File: src/rtl/xyj_washer.sv
// Washing-machine program sequencer: IDLE -> WASH -> RINSE -> SPIN -> DONE,
// with per-phase elapsed counters, remaining-cycle counter, pause and abort.
module xyj_washer (
    input  logic       clk,
    input  logic       rst,
    input  logic       open,
    input  logic [0:6] i_in,
    input  logic       i_stop_1,
    output logic [0:6] i_out,
    output logic       led1,
    output logic       led2,
    output logic       led3,
    output logic       led_stop,
    output logic [0:5] i1,
    output logic [0:5] i2,
    output logic [0:5] i3,
    output logic [0:5] i4,
    output logic       a1,
    output logic       a2,
    output logic       a3,
    output logic       a4,
    output logic       open_1,
    output logic       rst_1
);

    localparam int unsigned CW = 6;
    localparam int unsigned SW = 7;

    localparam logic [SW-1:0] SEG_0 = 7'b1111110;
    localparam logic [SW-1:0] SEG_1 = 7'b0110000;
    localparam logic [SW-1:0] SEG_2 = 7'b1101101;
    localparam logic [SW-1:0] SEG_3 = 7'b1111001;
    localparam logic [SW-1:0] SEG_4 = 7'b0110011;
    localparam logic [SW-1:0] SEG_P = 7'b1100111;

    typedef enum logic [2:0] {
        S_IDLE  = 3'd0,
        S_WASH  = 3'd1,
        S_RINSE = 3'd2,
        S_SPIN  = 3'd3,
        S_DONE  = 3'd4
    } state_t;

    state_t        state_q, state_d;
    logic [1:0]    mode_q, mode_d;
    logic [CW-1:0] cnt1_q, cnt1_d, cnt2_q, cnt2_d, cnt3_q, cnt3_d, cnt4_q, cnt4_d;
    logic          a1_q, a1_d, a2_q, a2_d, a3_q, a3_d, a4_q, a4_d;
    logic          led1_q, led1_d, led2_q, led2_d, led3_q, led3_d;
    logic          led_stop_q, led_stop_d;
    logic [SW-1:0] seg_q, seg_d;
    logic          open_1_q, open_1_d;
    logic          rst_1_q, rst_1_d;

    logic [SW-1:0] sel;
    logic [1:0]    mode_sel;
    logic [CW-1:0] cur_cnt;
    logic [CW-1:0] cur_len;

    // Phase length in cycles for a given program and phase (mode 1 is the fallback).
    function automatic logic [CW-1:0] phase_len(input logic [1:0] mode, input state_t ph);
        logic [CW-1:0] len;
        len = 6'd0;
        case (mode)
            2'd2:    len = (ph == S_WASH) ? 6'd50 : (ph == S_RINSE) ? 6'd40 : 6'd30;
            2'd3:    len = (ph == S_WASH) ? 6'd60 : (ph == S_RINSE) ? 6'd50 : 6'd40;
            default: len = (ph == S_WASH) ? 6'd20 : (ph == S_RINSE) ? 6'd15 : 6'd10;
        endcase
        return len;
    endfunction

    // Map the raw program select onto modes 1..3 (bit 0 of i_in is the MSB).
    always_comb begin
        sel = i_in;
        if (sel == 7'd0) begin
            mode_sel = 2'd1;
        end else if (sel > 7'd3) begin
            mode_sel = 2'd3;
        end else begin
            mode_sel = sel[1:0];
        end
    end

    // Elapsed counter and length of the phase currently running.
    always_comb begin
        cur_cnt = 6'd0;
        case (state_q)
            S_WASH:  cur_cnt = cnt1_q;
            S_RINSE: cur_cnt = cnt2_q;
            S_SPIN:  cur_cnt = cnt3_q;
            default: cur_cnt = 6'd0;
        endcase
        cur_len = phase_len(mode_q, state_q);
    end

    // Next-state, counter and registered-output computation.
    always_comb begin
        state_d    = state_q;
        mode_d     = mode_q;
        cnt1_d     = cnt1_q;
        cnt2_d     = cnt2_q;
        cnt3_d     = cnt3_q;
        cnt4_d     = cnt4_q;
        a1_d       = 1'b0;
        a2_d       = 1'b0;
        a3_d       = 1'b0;
        led_stop_d = 1'b0;

        if (!open) begin
            state_d = S_IDLE;
            mode_d  = 2'd0;
            cnt1_d  = 6'd0;
            cnt2_d  = 6'd0;
            cnt3_d  = 6'd0;
            cnt4_d  = 6'd0;
        end else begin
            case (state_q)
                S_IDLE: begin
                    state_d = S_WASH;
                    mode_d  = mode_sel;
                    cnt1_d  = 6'd1;
                    cnt2_d  = 6'd0;
                    cnt3_d  = 6'd0;
                    cnt4_d  = phase_len(mode_sel, S_WASH) - 6'd1;
                end
                S_WASH, S_RINSE, S_SPIN: begin
                    if (i_stop_1) begin
                        led_stop_d = 1'b1;
                    end else if (cur_cnt == cur_len) begin
                        // Phase finished: hand over to the next one with its counter at 1.
                        case (state_q)
                            S_WASH: begin
                                state_d = S_RINSE;
                                cnt2_d  = 6'd1;
                                cnt4_d  = phase_len(mode_q, S_RINSE) - 6'd1;
                            end
                            S_RINSE: begin
                                state_d = S_SPIN;
                                cnt3_d  = 6'd1;
                                cnt4_d  = phase_len(mode_q, S_SPIN) - 6'd1;
                            end
                            default: begin
                                state_d = S_DONE;
                                cnt4_d  = 6'd0;
                            end
                        endcase
                    end else begin
                        // Count up; the completion pulse marks the phase's final cycle.
                        cnt4_d = cnt4_q - 6'd1;
                        case (state_q)
                            S_WASH: begin
                                cnt1_d = cnt1_q + 6'd1;
                                a1_d   = ((cnt1_q + 6'd1) == cur_len);
                            end
                            S_RINSE: begin
                                cnt2_d = cnt2_q + 6'd1;
                                a2_d   = ((cnt2_q + 6'd1) == cur_len);
                            end
                            default: begin
                                cnt3_d = cnt3_q + 6'd1;
                                a3_d   = ((cnt3_q + 6'd1) == cur_len);
                            end
                        endcase
                    end
                end
                default: begin
                    cnt4_d = 6'd0;
                end
            endcase
        end

        led1_d   = (state_d == S_WASH);
        led2_d   = (state_d == S_RINSE);
        led3_d   = (state_d == S_SPIN);
        a4_d     = (state_d == S_DONE);
        rst_1_d  = (state_d == S_IDLE);
        open_1_d = open;

        case (state_d)
            S_WASH:  seg_d = SEG_1;
            S_RINSE: seg_d = SEG_2;
            S_SPIN:  seg_d = SEG_3;
            S_DONE:  seg_d = SEG_4;
            default: seg_d = SEG_0;
        endcase
        if (led_stop_d) begin
            seg_d = SEG_P;
        end
    end

    // State and output registers with asynchronous active-low reset.
    always_ff @(posedge clk or negedge rst) begin
        if (!rst) begin
            state_q    <= S_IDLE;
            mode_q     <= 2'd0;
            cnt1_q     <= 6'd0;
            cnt2_q     <= 6'd0;
            cnt3_q     <= 6'd0;
            cnt4_q     <= 6'd0;
            a1_q       <= 1'b0;
            a2_q       <= 1'b0;
            a3_q       <= 1'b0;
            a4_q       <= 1'b0;
            led1_q     <= 1'b0;
            led2_q     <= 1'b0;
            led3_q     <= 1'b0;
            led_stop_q <= 1'b0;
            seg_q      <= SEG_0;
            open_1_q   <= 1'b0;
            rst_1_q    <= 1'b1;
        end else begin
            state_q    <= state_d;
            mode_q     <= mode_d;
            cnt1_q     <= cnt1_d;
            cnt2_q     <= cnt2_d;
            cnt3_q     <= cnt3_d;
            cnt4_q     <= cnt4_d;
            a1_q       <= a1_d;
            a2_q       <= a2_d;
            a3_q       <= a3_d;
            a4_q       <= a4_d;
            led1_q     <= led1_d;
            led2_q     <= led2_d;
            led3_q     <= led3_d;
            led_stop_q <= led_stop_d;
            seg_q      <= seg_d;
            open_1_q   <= open_1_d;
            rst_1_q    <= rst_1_d;
        end
    end

    assign i_out    = seg_q;
    assign led1     = led1_q;
    assign led2     = led2_q;
    assign led3     = led3_q;
    assign led_stop = led_stop_q;
    assign i1       = cnt1_q;
    assign i2       = cnt2_q;
    assign i3       = cnt3_q;
    assign i4       = cnt4_q;
    assign a1       = a1_q;
    assign a2       = a2_q;
    assign a3       = a3_q;
    assign a4       = a4_q;
    assign open_1   = open_1_q;
    assign rst_1    = rst_1_q;

endmodule

File: config.mk
export PLATFORM = sky130hd
export DESIGN_NAME = xyj_washer
export DESIGN_NICKNAME = d
export VERILOG_FILES = /design/src/rtl/xyj_washer.sv
export SDC_FILE = /design/constraint.sdc
export NUM_CORES = 1
export LEC_CHECK = 0
export ABC_AREA = 1
export CAP_MARGIN = 0
export CORE_ASPECT_RATIO = 0.7
export CORE_UTILIZATION = 50
export DETAILED_ROUTE_END_ITERATION = 7
export PLACE_DENSITY = 0.74
export SLEW_MARGIN = 20
export SYNTH_ARGS = -nofsm -noshare
export SYNTH_HDL_FRONTEND = slang
export SYNTH_SLANG_ARGS = --single-unit
File: constraint.sdc
create_clock -name clk -period 4.05 [get_ports clk]
set_input_delay 1.215 -clock clk [delete_from_list [all_inputs] [get_ports clk]]
set_output_delay 1.215 -clock clk [all_outputs]
set_load 0.02 [all_outputs]
==> results list, run 1 <==
- The flow ran to the end, and the final reports show no timing, DRC or antenna violations.
- The die covers 6430 µm².
- Compound-gate portion of the synthesized area: 11.8%
* Antenna cells: 0
* Via density per instance: 5.53
- Summed over all cells, the static leakage comes to 1.80 nW.
* Post-layout nets: 479
* Power density over the cells: 302 nW/µm²
- Synth unique cells: 43
- Once the floorplan was initialized, standard cells occupied 52.5% of the core.
- Cells with a size suffix above 1 make up 11.6% of the layout.
- Along the worst path, the maximum fanout reaches 7.
* Antenna violations before repair: 0
- Final Wtd Congestion: 0.953
- Worst slew margin: 61.5%
- The most used flip-flop cell after synthesis is sky130_fd_sc_hd__dfrtp_1.
- Clock tree from TritonCTS: done
* Most used cell along the critical path: sky130_fd_sc_hd__inv_1
- Width of the die: 95.4 µm
- Proportion of total power due to net switching: 35.5%
* Share of synthesized registers carrying an async set or reset: 100%
* Cell Count Post-Placement: 531
- Clock-pin slew reported for the worst setup and hold paths after clock tree synthesis: 0.09 ns
- Final critical-path setup slack: 0.813 ns
- Dividing the detail-routed wire length by the instance count gives 15.6 µm.
- The first detailed-routing pass ran for 5 iterations.
- H-Tree Level Count: 2
- Dividing the synthesized area by the synthesized cell count gives 7.45 µm².
- In this run the tool buffered the top-level ports with 50 buffer cells.
* Cell-by-cell trace of the critical path: clkdlybuf4s50_1 > inv_2 > nor2_1 > inv_1 > nor2_1 > inv_1 > nor2_2 > a21oi_1 > inv_1 > a21oi_1 > o21ai_2 > inv_1 > o22ai_1
* Buffers inserted by post-CTS timing repair: 0
- Maximum Capacitance Violations: 0
- STA classifies the critical path endpoint as a register.
* Post-synth net total: 426
- Number of max-slew violations in the final report: 0
* Sequential fraction of the synthesis area: 37.1%
* Fillcell total: 523
* Part of the total power dissipated in the clock network: 26.5%
* Number of synthesized register bits: 45
- P_sw: 397 µW
* CP startpoint kind: input port
* Worst-path cell with the longest stage delay: sky130_fd_sc_hd__clkdlybuf4s50_1
* Count of routing violations after the opening detailed-route iteration: 236
* Standard cell core area: 5810 µm²
* Post-layout min period: 3.24 ns
* CTS resizes: 0
* Clock insertion delay at the later pin of the skew report: 0.30 ns
- Fraction of power consumed by sequential logic: 45.8%
* Fmax: 0.309 GHz
* List of most frequent post-synthesis cells: sky130_fd_sc_hd__nand2_1, sky130_fd_sc_hd__nor2_1, sky130_fd_sc_hd__inv_1
- The worst-case IR drop observed on VDD is 0.210 mV.
- Maximum number of pins on one net before global-route repair: 46
- For this design, the CTS-stage hold fixing added 0 buffers.
- Wire length of the first global-routing pass: 13.7 mm
* Simple logic cell fraction of the synthesized area: 34.9%
* Multiplexer area fraction after synthesis: 0%
- Number of global-route vias before repair: 2,674
* Top cells by area in the synthesized netlist: sky130_fd_sc_hd__dfrtp_1, sky130_fd_sc_hd__nand2_1, sky130_fd_sc_hd__nand3_1
- Area share of the largest cell type after synthesis: 32.0%
- Height of the chip: 67.4 µm
* Setup TNS: 0 ns
- After the flow finishes, the layout carries non-filler instances totaling 539.
- Number of synthesis warnings: 0
- Buffers inserted during clock tree synthesis total 5.
- Setup repair after global routing left no endpoint under its margin.
- Final wirelength: 8.42 mm
* Overall power of the completed layout: 1.12 mW
- Counting flops with a built-in enable in the synthesized netlist gives 0.
- Summing the areas of all fa, ha and maj instances in the mapped netlist gives 2.05% of the synthesized area.
* Cell taking the most area after synthesis: sky130_fd_sc_hd__dfrtp_1
- Bufs and invs on worst path: 6
- The cell area that synthesis handed to floorplanning was 3050 µm².
- The count of final hold-check violations is 0.
* XOR/XNOR share of the synthesized area: 6.31%
- CTS saw 45 sinks.
- Main combinational cell family by area after synthesis: simple AND/OR/NAND/NOR gates
- Remaining antenna violation count after routing: 0
* Delay-heaviest family, CP: buffers and inverters
* Overall Global Routing Usage: 28.4%
- Row generation in the floorplan step produced 23 rows.
- The critical path is of the input port to register type.
- HPWL after DPL: 6.44 mm
- Longest individual stage delay on the worst path: 0.67 ns
- For this run, design rule violations remaining after detail routing come to 0.
- Post-Place Worst Slack: 0.551 ns
- Worst path required time: 4.27 ns
- Synthesis produced a netlist whose cell count is 410.
- Largest buffer count on any clock path: 2
* Vias: 2,978
- Of the total power, combinational logic draws 27.7%.
- Data on the critical path arrives at its endpoint at 3.46 ns.
* CTS root buf: sky130_fd_sc_hd__clkbuf_8
- Clock Skew: 0.00513 ns
* Relative area change from synthesis to final layout: 21.2%
- Transition time at the pin with the least slew margin: 0.577 ns
- Cell-internal power: 722 µW
- Setup violations remaining at the end of the flow were counted as 0.
- Type of the most critical hold path: register to register
* Final Cycle Share: 79.9%
- Total gr overflow: 0
- 52 I/O pins were placed.
- Most common cell in the netlist: sky130_fd_sc_hd__nand2_1
==> flip-flops by register name, indices dropped and copies added, names as in the netlist, 2 cells and up <==
signal   count
i1           6
i4           6
i_out        6
mode_q       2
i2           6
state_q      3
i3           6
==> path summary, 6_finish.rpt <==
check	start	to	slack (ns)	cells past startpoint
setup / recovery	open	i1[4]	0.81	13
hold / removal	i4[0]	i4[0]	0.55	2
setup reg to reg	state_q[1]	i3[1]	0.92	14
hold reg to reg	i4[0]	i4[0]	0.55	2
max in group asynchronous	rst	i_out[0]	2.75	1
min in group asynchronous	rst	i3[3]	0.91	1
==> worst min-delay path, cell delays in order (launching register included) <==
cell                      delay [ns]
sky130_fd_sc_hd__dfrtp_1        0.39
sky130_fd_sc_hd__nand2_1        0.07
sky130_fd_sc_hd__nand2_1        0.06
==> cell type report <==
type	instances	area, µm²	area share [%]
clock buffer	5	68.8	1.86
tap	75	93.8	2.53
multi-input combinational	312	1690	45.6
clock inverter	3	25.0	0.676
sequential	45	1130	30.6
timing repair buffer	52	513	13.9
inverter	47	181	4.90
==> power by group through the flow <==
stage          Sequential (mW)  Combinational [mW]  Clock [mW]
2_1_floorplan            0.540               0.170           0
3_3_place_gp             0.521               0.301           0
3_5_place_dp             0.521               0.304           0
4_1_cts                  0.512               0.306       0.298
5_1_grt                  0.517               0.342       0.317
6_report                 0.513               0.310       0.296
==> logic make-up after synthesis <==
group | after synthesis
XOR/XNOR | 22
adder cells (fa/ha/maj) | 5
AND/OR/NAND/NOR | 229
AO/OA/AOI/OAI | 55
other | 1
buffers and inverters | 53
flip-flops | 45
==> cells in the final DEF (no fill, tap or decap), drive strengths merged, types with 8 or more instances in the layout <==
| cell | n |
|---|---|
| o21ai | 19 |
| o22ai | 8 |
| dfrtp | 39 |
| clkdlybuf4s50 | 49 |
| nand2 | 122 |
| nor2 | 51 |
| a21oi | 13 |
| inv | 48 |
| xor2 | 17 |
| nand3 | 42 |
==> routing by layer <==
layer	GRT usage, %	share of wire (%)	vias to the layer above
met5	0	0	-
met4	3.54	0.63	0
met3	5.97	11	6
met2	40.1	40	146
met1	44.9	49	1375
li1	-	-	1451
==> stage by stage <==
stage / utilization [%] / cell area, µm² / hold WS, ns
floorplan: - / 3050 / 0.581
global placement: 62.0 / 3610 / 0.527
detailed placement: 62.0 / 3610 / 0.536
CTS: 63.6 / 3700 / 0.563
global route: 63.7 / 3700 / 0.590
finish: 63.7 / 3700 / 0.548
Note: power is estimated with default switching activity, not from simulation.
==> inputs of run 2 (changes only) <==
--- a/config.mk
+++ b/config.mk
@@ -8,7 +8,7 @@
 export ABC_AREA = 1
 export CAP_MARGIN = 0
 export CORE_ASPECT_RATIO = 0.7
-export CORE_UTILIZATION = 50
+export CORE_UTILIZATION = 48
 export DETAILED_ROUTE_END_ITERATION = 7
 export PLACE_DENSITY = 0.74
 export SLEW_MARGIN = 20
==> constraint.sdc (replaced) <==
create_clock -name clk -period 2.9 [get_ports clk]
set_input_delay 0.87 -clock clk [delete_from_list [all_inputs] [get_ports clk]]
set_output_delay 0.87 -clock clk [all_outputs]
set_load 0.02 [all_outputs]
==> run 2 against run 1 <==
Effect of this change:
- clock skew decreased by 0.0013 ns
- die area increased by 4.1%
- combinational power increased by 51%
- register-to-register slack got worse by 0.68 ns
- clock-buffer cell count unchanged
- non-clock buffer count increased by 25
- critical path depth increased by 2
- power increased by 50%
- final cell count increased by 4.6%
- worst setup slack got worse by 0.57 ns
- critical endpoint is now i2[1]
==> results list, run 2 (synthesis gave the netlist of run 1 again) <==
- The number of diodes came to 0 (unchanged).
* Delay-heaviest family, CP: simple AND/OR/NAND/NOR gates
* Proportion of layout cells with a drive suffix above 1: 16.4% (+4.7 points)
- The area of the placeable core came to 5930 µm² (+2.0%).
* Critical path fanouts, max: 12 (+5)
- Largest buffer count on any clock path: 2 (unchanged)
- The final total power came to 1.68 mW (+50%).
- Detailed-route wire length per cell: 16.3 µm (+4.3%)
* Depth of the worst register-to-register path: 15 (+1)
* Startpoint of the lowest-slack register-to-register path: state_q[2]
- The die area came to 6690 µm² (+4.1%).
* Clock Skew: 0.00378 ns (-0.00135 ns)
* Maximum number of pins on one net before global-route repair: 46 (unchanged)
- Clock insertion delay at the later pin of the skew report: 0.30 ns (about the same)
- The register clock-pin slew on the reported worst setup and hold paths is 0.09 ns (about the same).
- The area growth from synthesis to layout is 28.1%.
* H-Tree Level Count: 2 (unchanged)
- RSZ-0062 raised after global routing: false
- The number of buffers inserted during clock tree synthesis came to 5 (unchanged).
- TritonCTS built the clock tree.
* Hold Path Stages: 2 (unchanged)
- Worst slew margin: 60.9% (-0.59 points)
- Power density over the cells: 429 nW/µm² (+42%)
- The final wirelength came to 9.20 mm (+9.2%).
* Transition time at the pin with the least slew margin: 0.586 ns (+0.00887 ns)
* Most used cells in the layout excluding fill and tap cells: sky130_fd_sc_hd__nand2_1, sky130_fd_sc_hd__clkdlybuf4s50_1, sky130_fd_sc_hd__nor2_1
* HPWL after DPL: 7.07 mm (+9.9%)
- The number of global-route vias before repair is 2,877 (+7.6%).
- The final-report setup violation count was 0 (unchanged).
- The sum of negative setup slack was 0 ns (unchanged).
- IR drop worst, VDD: 0.250 mV (+19%)
* Worst Hold Launch: i4[0]
* Endpoint arrival time on the critical path: 2.88 ns (-0.58 ns)
* Crit. End Element: register
* Width of the die: 97.3 µm (+2.0%)
* Fillcell total: 535 (+2.3%)
* Via density per instance: 5.54 (+0.35%)
- Number of max-slew violations in the final report: 0 (unchanged)
- The number of standard cells in the layout, taps in and fillers out came to 564 (+4.6%).
- The initial antenna violation count is 0 (unchanged).
* Maximum Capacitance Violations: 0 (unchanged)
- For this run, the top clock speed supported by timing is 0.376 GHz.
* FF-to-FF End: i2[1]
- The largest incremental delay on the critical path was 0.51 ns (-0.16 ns).
- The library cell used most frequently in the layout, excluding fill and tap cells, is sky130_fd_sc_hd__nand2_1.
* Worst-path cell with the longest stage delay: sky130_fd_sc_hd__dfrtp_1
- The routed design could run at a clock period as short as 2.66 ns.
* Final Hold Vio Count: 0 (unchanged)
- Buffers inserted by post-CTS timing repair: 0 (unchanged)
- The count of boundary I/O pins came to 52 (unchanged).
- The data required time at the worst endpoint came to 3.12 ns (-1.15 ns).
* Count of routing violations after the opening detailed-route iteration: 245 (+3.8%)
- Outcome: complete, no violations
- The signal on the critical path passes through inv_4 > nand2_1 > nor2_2 > nand2_1 > nand2_1 > nand3_1 > nand2_1 > nand2_1 > nor2_4 > nand2_4 > nand2_4 > nor2_8 > nand2_1 > nand3_2 > o31ai_1.
- The final layout net count came to 504 (+5.2%).
- The setup slack on the worst flop-to-flop path was 0.24 ns (-0.68 ns).
* Remaining antenna violation count after routing: 0 (unchanged)
- The residual overflow from global routing came to 0 (unchanged).
- In this run the worst hold path is classified as register to register.
- CP startpoint kind: register
- Number of buffers inserted by port buffering: 50 (unchanged)
- CTS root buf: sky130_fd_sc_hd__clkbuf_8
* Final Wtd Congestion: 0.927 (-2.8%)
- The path with the worst hold slack has its endpoint at i4[0].
* Most used cell along the critical path: sky130_fd_sc_hd__nand2_1
- Final Cycle Share: 91.7%
* Initial DRT Pass Iterations: 5 (unchanged)
- The site row count was 23 (unchanged).
- The detailed-route DRC error count came to 0 (unchanged).
- The clock sink count came to 45 (unchanged).
- Height of the chip: 68.7 µm (+2.0%)
- Starting density of the core: 51.5% (-1.0 points)
* Cell Count Post-Placement: 556 (+4.7%)
* Lkg Pwr: 1.93 nW (+7.1%)
* Wire length of the first global-routing pass: 15.0 mm (+9.4%)
- The total global-route track usage was 29.3% (+0.93 points).
- The number of vias after detailed routing came to 3,127 (+5.0%).
- The setup path with the least slack is of type register to register.
- The critical path buffer and inverter count was 1 (-5).
## run 2: changes by cell type in the layout (fill, tap and decap cells not counted), sizes merged
cell    delta
bufinv     +1
inv        -1
buf       +25
## run 2: through the flow
step / util [%] / area (µm²) / hold WS [ns] / setup WS, ns
5_1_grt: 66.0 / 3910 / 0.567 / 0.0327
3_5_place_dp: 64.0 / 3790 / 0.544 / 0.141
3_3_place_gp: 64.0 / 3790 / 0.508 / 0.209
4_1_cts: 65.9 / 3910 / 0.565 / 0.216
2_1_floorplan: - / 3050 / 0.574 / 0.564
6_report: 66.0 / 3910 / 0.568 / 0.240
## run 2: worst min-delay path, cell delays in order, from the launching register on
cell and delay, ns:
sky130_fd_sc_hd__dfrtp_1 0.40, sky130_fd_sc_hd__nand2_1 0.07, sky130_fd_sc_hd__nand2_1 0.07
## run 2: layout make-up
type / instances / area, µm² / share of cell area, %
flip-flops and latches: 45 / 1130 / 29.0
inverters: 47 / 181 / 4.64
multi-input cells: 312 / 1690 / 43.2
well taps: 75 / 93.8 / 2.40
repair buffers: 77 / 698 / 17.9
clock buffers: 5 / 68.8 / 1.76
clock inverters: 3 / 46.3 / 1.18
## run 2: power by group
part           switching (mW)  leakage [nW]  internal, mW
sequential             0.0442         0.583         0.667
combinational           0.277          1.29         0.192
clock                   0.239        0.0543         0.258
## run 2: worst max path at each step
| stage | from | to | slack (ns) | depth (start not counted) |
|---|---|---|---|---|
| detailed placement | open | i3[1] | 0.14 | 12 |
| finish | state_q[2] | i2[1] | 0.24 | 15 |
| floorplan | open | i3[1] | 0.56 | 11 |
| global route | state_q[2] | i2[2] | 0.03 | 15 |
| global placement | open | i3[3] | 0.21 | 13 |
| CTS | state_q[2] | i2[1] | 0.22 | 15 |
## run 2: metal layers
metal  vias to the layer above  global-route usage, %  part of all wire [%]
li1                       1501                      -                     -
met1                      1478                   44.3                    49
met2                       141                   43.8                    41
met3                         7                   5.44                   9.0
met4                         0                   6.07                  0.84
met5                         -                      0                     0
## run 2: what timing repair did
action	4_1_cts	5_1_grt
resized for setup	0	1
endpoints found under the setup margin	0	6
hold buffers	0	0
==> inputs of run 3 (changes only) <==
--- a/config.mk
+++ b/config.mk
@@ -10,6 +10,7 @@
 export CORE_ASPECT_RATIO = 0.7
 export CORE_UTILIZATION = 48
 export DETAILED_ROUTE_END_ITERATION = 7
+export GPL_ROUTABILITY_DRIVEN = 0
 export PLACE_DENSITY = 0.74
 export SLEW_MARGIN = 20
 export SYNTH_ARGS = -nofsm -noshare
==> run 3 against run 2 <==
Effect of this change:
- sequential share of layout area is 0.57 points higher
- worst setup slack worse by 0.0080 ns
- first-iteration DRC count grew 31%
- cell area is 1.8% lower
- clock skew up 0.0034 ns
- critical endpoint unchanged
- clock power is 2% higher
==> results list, run 3 (synthesis gave the netlist of run 1 again) <==
- Outcome: complete, no violations
* Clock-pin slew reported for the worst setup and hold paths after clock tree synthesis: 0.09 ns (about the same)
- Clock insertion delay at the later pin of the skew report: 0.31 ns (about the same)
- Count of hold-fix buffers inserted at cts: 0 (unchanged)
- Commonest non-fill, non-tap cell in the layout: sky130_fd_sc_hd__nand2_1
* Cell-internal power: 1.13 mW (+0.92%)
- The horizontal die dimension is 97.3 µm (unchanged).
- Endpoint arrival time on the critical path: 2.88 ns (about the same)
* Die Footprint: 6690 µm² (unchanged)
- Setup repair after global routing left no endpoint under its margin.
- The fraction of power spent switching nets was 32.6% (-0.77 points).
- The final layout net count was 494 (-2.0%).
- Met2 Track Usage GR: 40.8% (-2.9 points)
* Vias: 3,110 (-0.54%)
* Count of routing violations after the opening detailed-route iteration: 321 (+31%)
- Remaining antenna violation count after routing: 0 (unchanged)
- The quantity of gates resized following cts came to 0 (unchanged).
* Type of the most critical hold path: input port to async pin
- The number of diodes came to 0 (unchanged).
- Maximum number of pins on one net before global-route repair: 28 (-39%)
* Fmax: 0.375 GHz (-0.30%)
* Number of max-slew violations in the final report: 0 (unchanged)
* P_sw: 546 µW (-2.5%)
* H-Tree Level Count: 2 (unchanged)
- The startpoint identified for the worst register-to-register timing path is state_q[1].
- The maximum clock path buffer count came to 2 (unchanged).
- Clock sink total: 45 (unchanged)
- The number of buffers inserted by port buffering was 50 (unchanged).
- I/O pin cnt: 52 (unchanged)
- The number of iterations in the first detailed-routing pass came to 5 (unchanged).
* GRT busiest layer: met2
- The height of the chip was 68.7 µm (unchanged).
- The fraction of layout instances using a drive strength above 1 was 14.6% (-1.7 points).
* Post-layout min period: 2.67 ns (+0.00796 ns)
* Number of rows in the core area: 23 (unchanged)
- HPWL after DPL: 6.71 mm (-5.2%)
- Leaving out fill and tap cells, the most frequent cells in the layout are sky130_fd_sc_hd__nand2_1, sky130_fd_sc_hd__clkdlybuf4s50_1, sky130_fd_sc_hd__nor2_1.
- The post-CTS setup repair buffer count was 0 (unchanged).
- Post-layout utilization of the core: 64.8% (-1.2 points)
* Worst setup startpoint: state_q[1]
- The layout filler cell count is 530 (-0.93%).
* Overall Global Routing Usage: 27.9% (-1.4 points)
* Standard cell core area: 5930 µm² (unchanged)
* Part of the total power dissipated in the clock network: 30.5% (+0.8 points)
- Relative area change from synthesis to final layout: 25.7%
- Clock tree synthesis selected as its root buffer the cell sky130_fd_sc_hd__clkbuf_8.
- Worst Setup Path Type: register to register
- The first-pass GRT wire length is 14.3 mm (-4.6%).
- Final Cycle Share: 92.0% (+0.27 points)
- The worst setup path is launched from a register.
- The met1 usage in global routing is 40.6% (-3.7 points).
* Starting density of the core: 51.5% (unchanged)
- The number of buffers inserted during clock tree synthesis was 5 (unchanged).
- Overall power of the completed layout: 1.67 mW (-0.23%)
* Final std cell area, no fill: 3840 µm² (-1.8%)
* Worst path required time: 3.12 ns (about the same)
* Total gr overflow: 0 (unchanged)
- Detailed-route wire length per cell: 15.7 µm (-3.4%)
* Critical path fanouts, max: 12 (unchanged)
* Final-layout worst hold slack: 0.494 ns (-0.0738 ns)
- Final Hold Vio Count: 0 (unchanged)
* Final wirelength: 8.72 mm (-5.1%)
* Maximum Capacitance Violations: 0 (unchanged)
* Clock tree from TritonCTS: done
- The sum of negative setup slack came to 0 ns (unchanged).
* Combinational cell fraction of total power: 27.0% (-1.0 points)
* Lkg Pwr: 1.88 nW (-2.3%)
- The number of global-route vias before repair came to 2,925 (+1.7%).
* Antenna violations before repair: 0 (unchanged)
* Via density per instance: 5.61 (+1.3%)
- The detailed-route DRC error count is 0 (unchanged).
* Placed inst area: 3720 µm² (-2.0%)
- The met3 global-route usage is 6.45% (+1.0 points).
- The worst setup path is captured at a register.
- IR drop worst, VDD: 0.282 mV (+13%)
- Endpoints failing setup: 0 (unchanged)
- Power density over the cells: 436 nW/µm² (+1.6%)
- The share of power burned in registers is 42.5% (about the same).
- Clock Skew: 0.00721 ns (+0.00344 ns)
==> run 3: area by class of cell <==
| cell class | instances | area [µm²] | share of cell area [%] |
|---|---|---|---|
| clock buffer | 6 | 82.6 | 2.15 |
| clock inverter | 2 | 37.5 | 0.978 |
| inverter | 47 | 181 | 4.72 |
| multi-input combinational | 312 | 1690 | 43.9 |
| sequential | 45 | 1130 | 29.6 |
| tap | 75 | 93.8 | 2.44 |
| timing repair buffer | 67 | 623 | 16.2 |
==> run 3: stage by stage <==
stage	cells	setup WS (ns)
2_1_floorplan	410	0.564
3_3_place_gp	546	0.165
3_5_place_dp	546	0.0496
4_1_cts	554	0.259
5_1_grt	554	0.0287
6_report	554	0.232
==> run 3: power groups by stage <==
stage | registers [mW] | clock network [mW] | logic, mW
3_3_place_gp | 0.722 | 0 | 0.439
2_1_floorplan | 0.755 | 0 | 0.238
3_5_place_dp | 0.722 | 0 | 0.445
6_report | 0.712 | 0.510 | 0.452
4_1_cts | 0.711 | 0.524 | 0.448
5_1_grt | 0.718 | 0.544 | 0.496
==> run 3: path summary, 6_finish.rpt <==
path                       cells past startpoint  slack [ns]  endpoint
min reg2reg                                    2        0.53     i4[0]
min in group clk                               2        0.53     i4[0]
max                                           15        0.23     i2[1]
max reg2reg                                   15        0.23     i2[1]
min                                            1        0.49     i2[0]
max in group asynchronous                      2        1.63  i_out[5]
==> run 3: metal layers <==
metal	routed length [µm]	up-vias	share of wire, %
met4	172	0	2.0
met5	0	-	0
li1	-	1479	-
met2	3500	178	40
met1	4010	1432	46
met3	1040	21	12
==> run 3: worst max-delay path, stage by stage (launching register included) <==
cell and delay, ns:
sky130_fd_sc_hd__dfrtp_1 0.50, sky130_fd_sc_hd__inv_2 0.16, sky130_fd_sc_hd__nand3_4 0.14, sky130_fd_sc_hd__nand2_2 0.13, sky130_fd_sc_hd__nand2_1 0.08, sky130_fd_sc_hd__nor2_1 0.27
sky130_fd_sc_hd__nand2_1 0.11, sky130_fd_sc_hd__nand2_1 0.08, sky130_fd_sc_hd__nand2_1 0.08, sky130_fd_sc_hd__nor2_4 0.15, sky130_fd_sc_hd__nand2_4 0.11, sky130_fd_sc_hd__nand2_4 0.13
sky130_fd_sc_hd__nor2_8 0.07, sky130_fd_sc_hd__nand2_1 0.08, sky130_fd_sc_hd__nand3_2 0.20, sky130_fd_sc_hd__o31ai_1 0.28
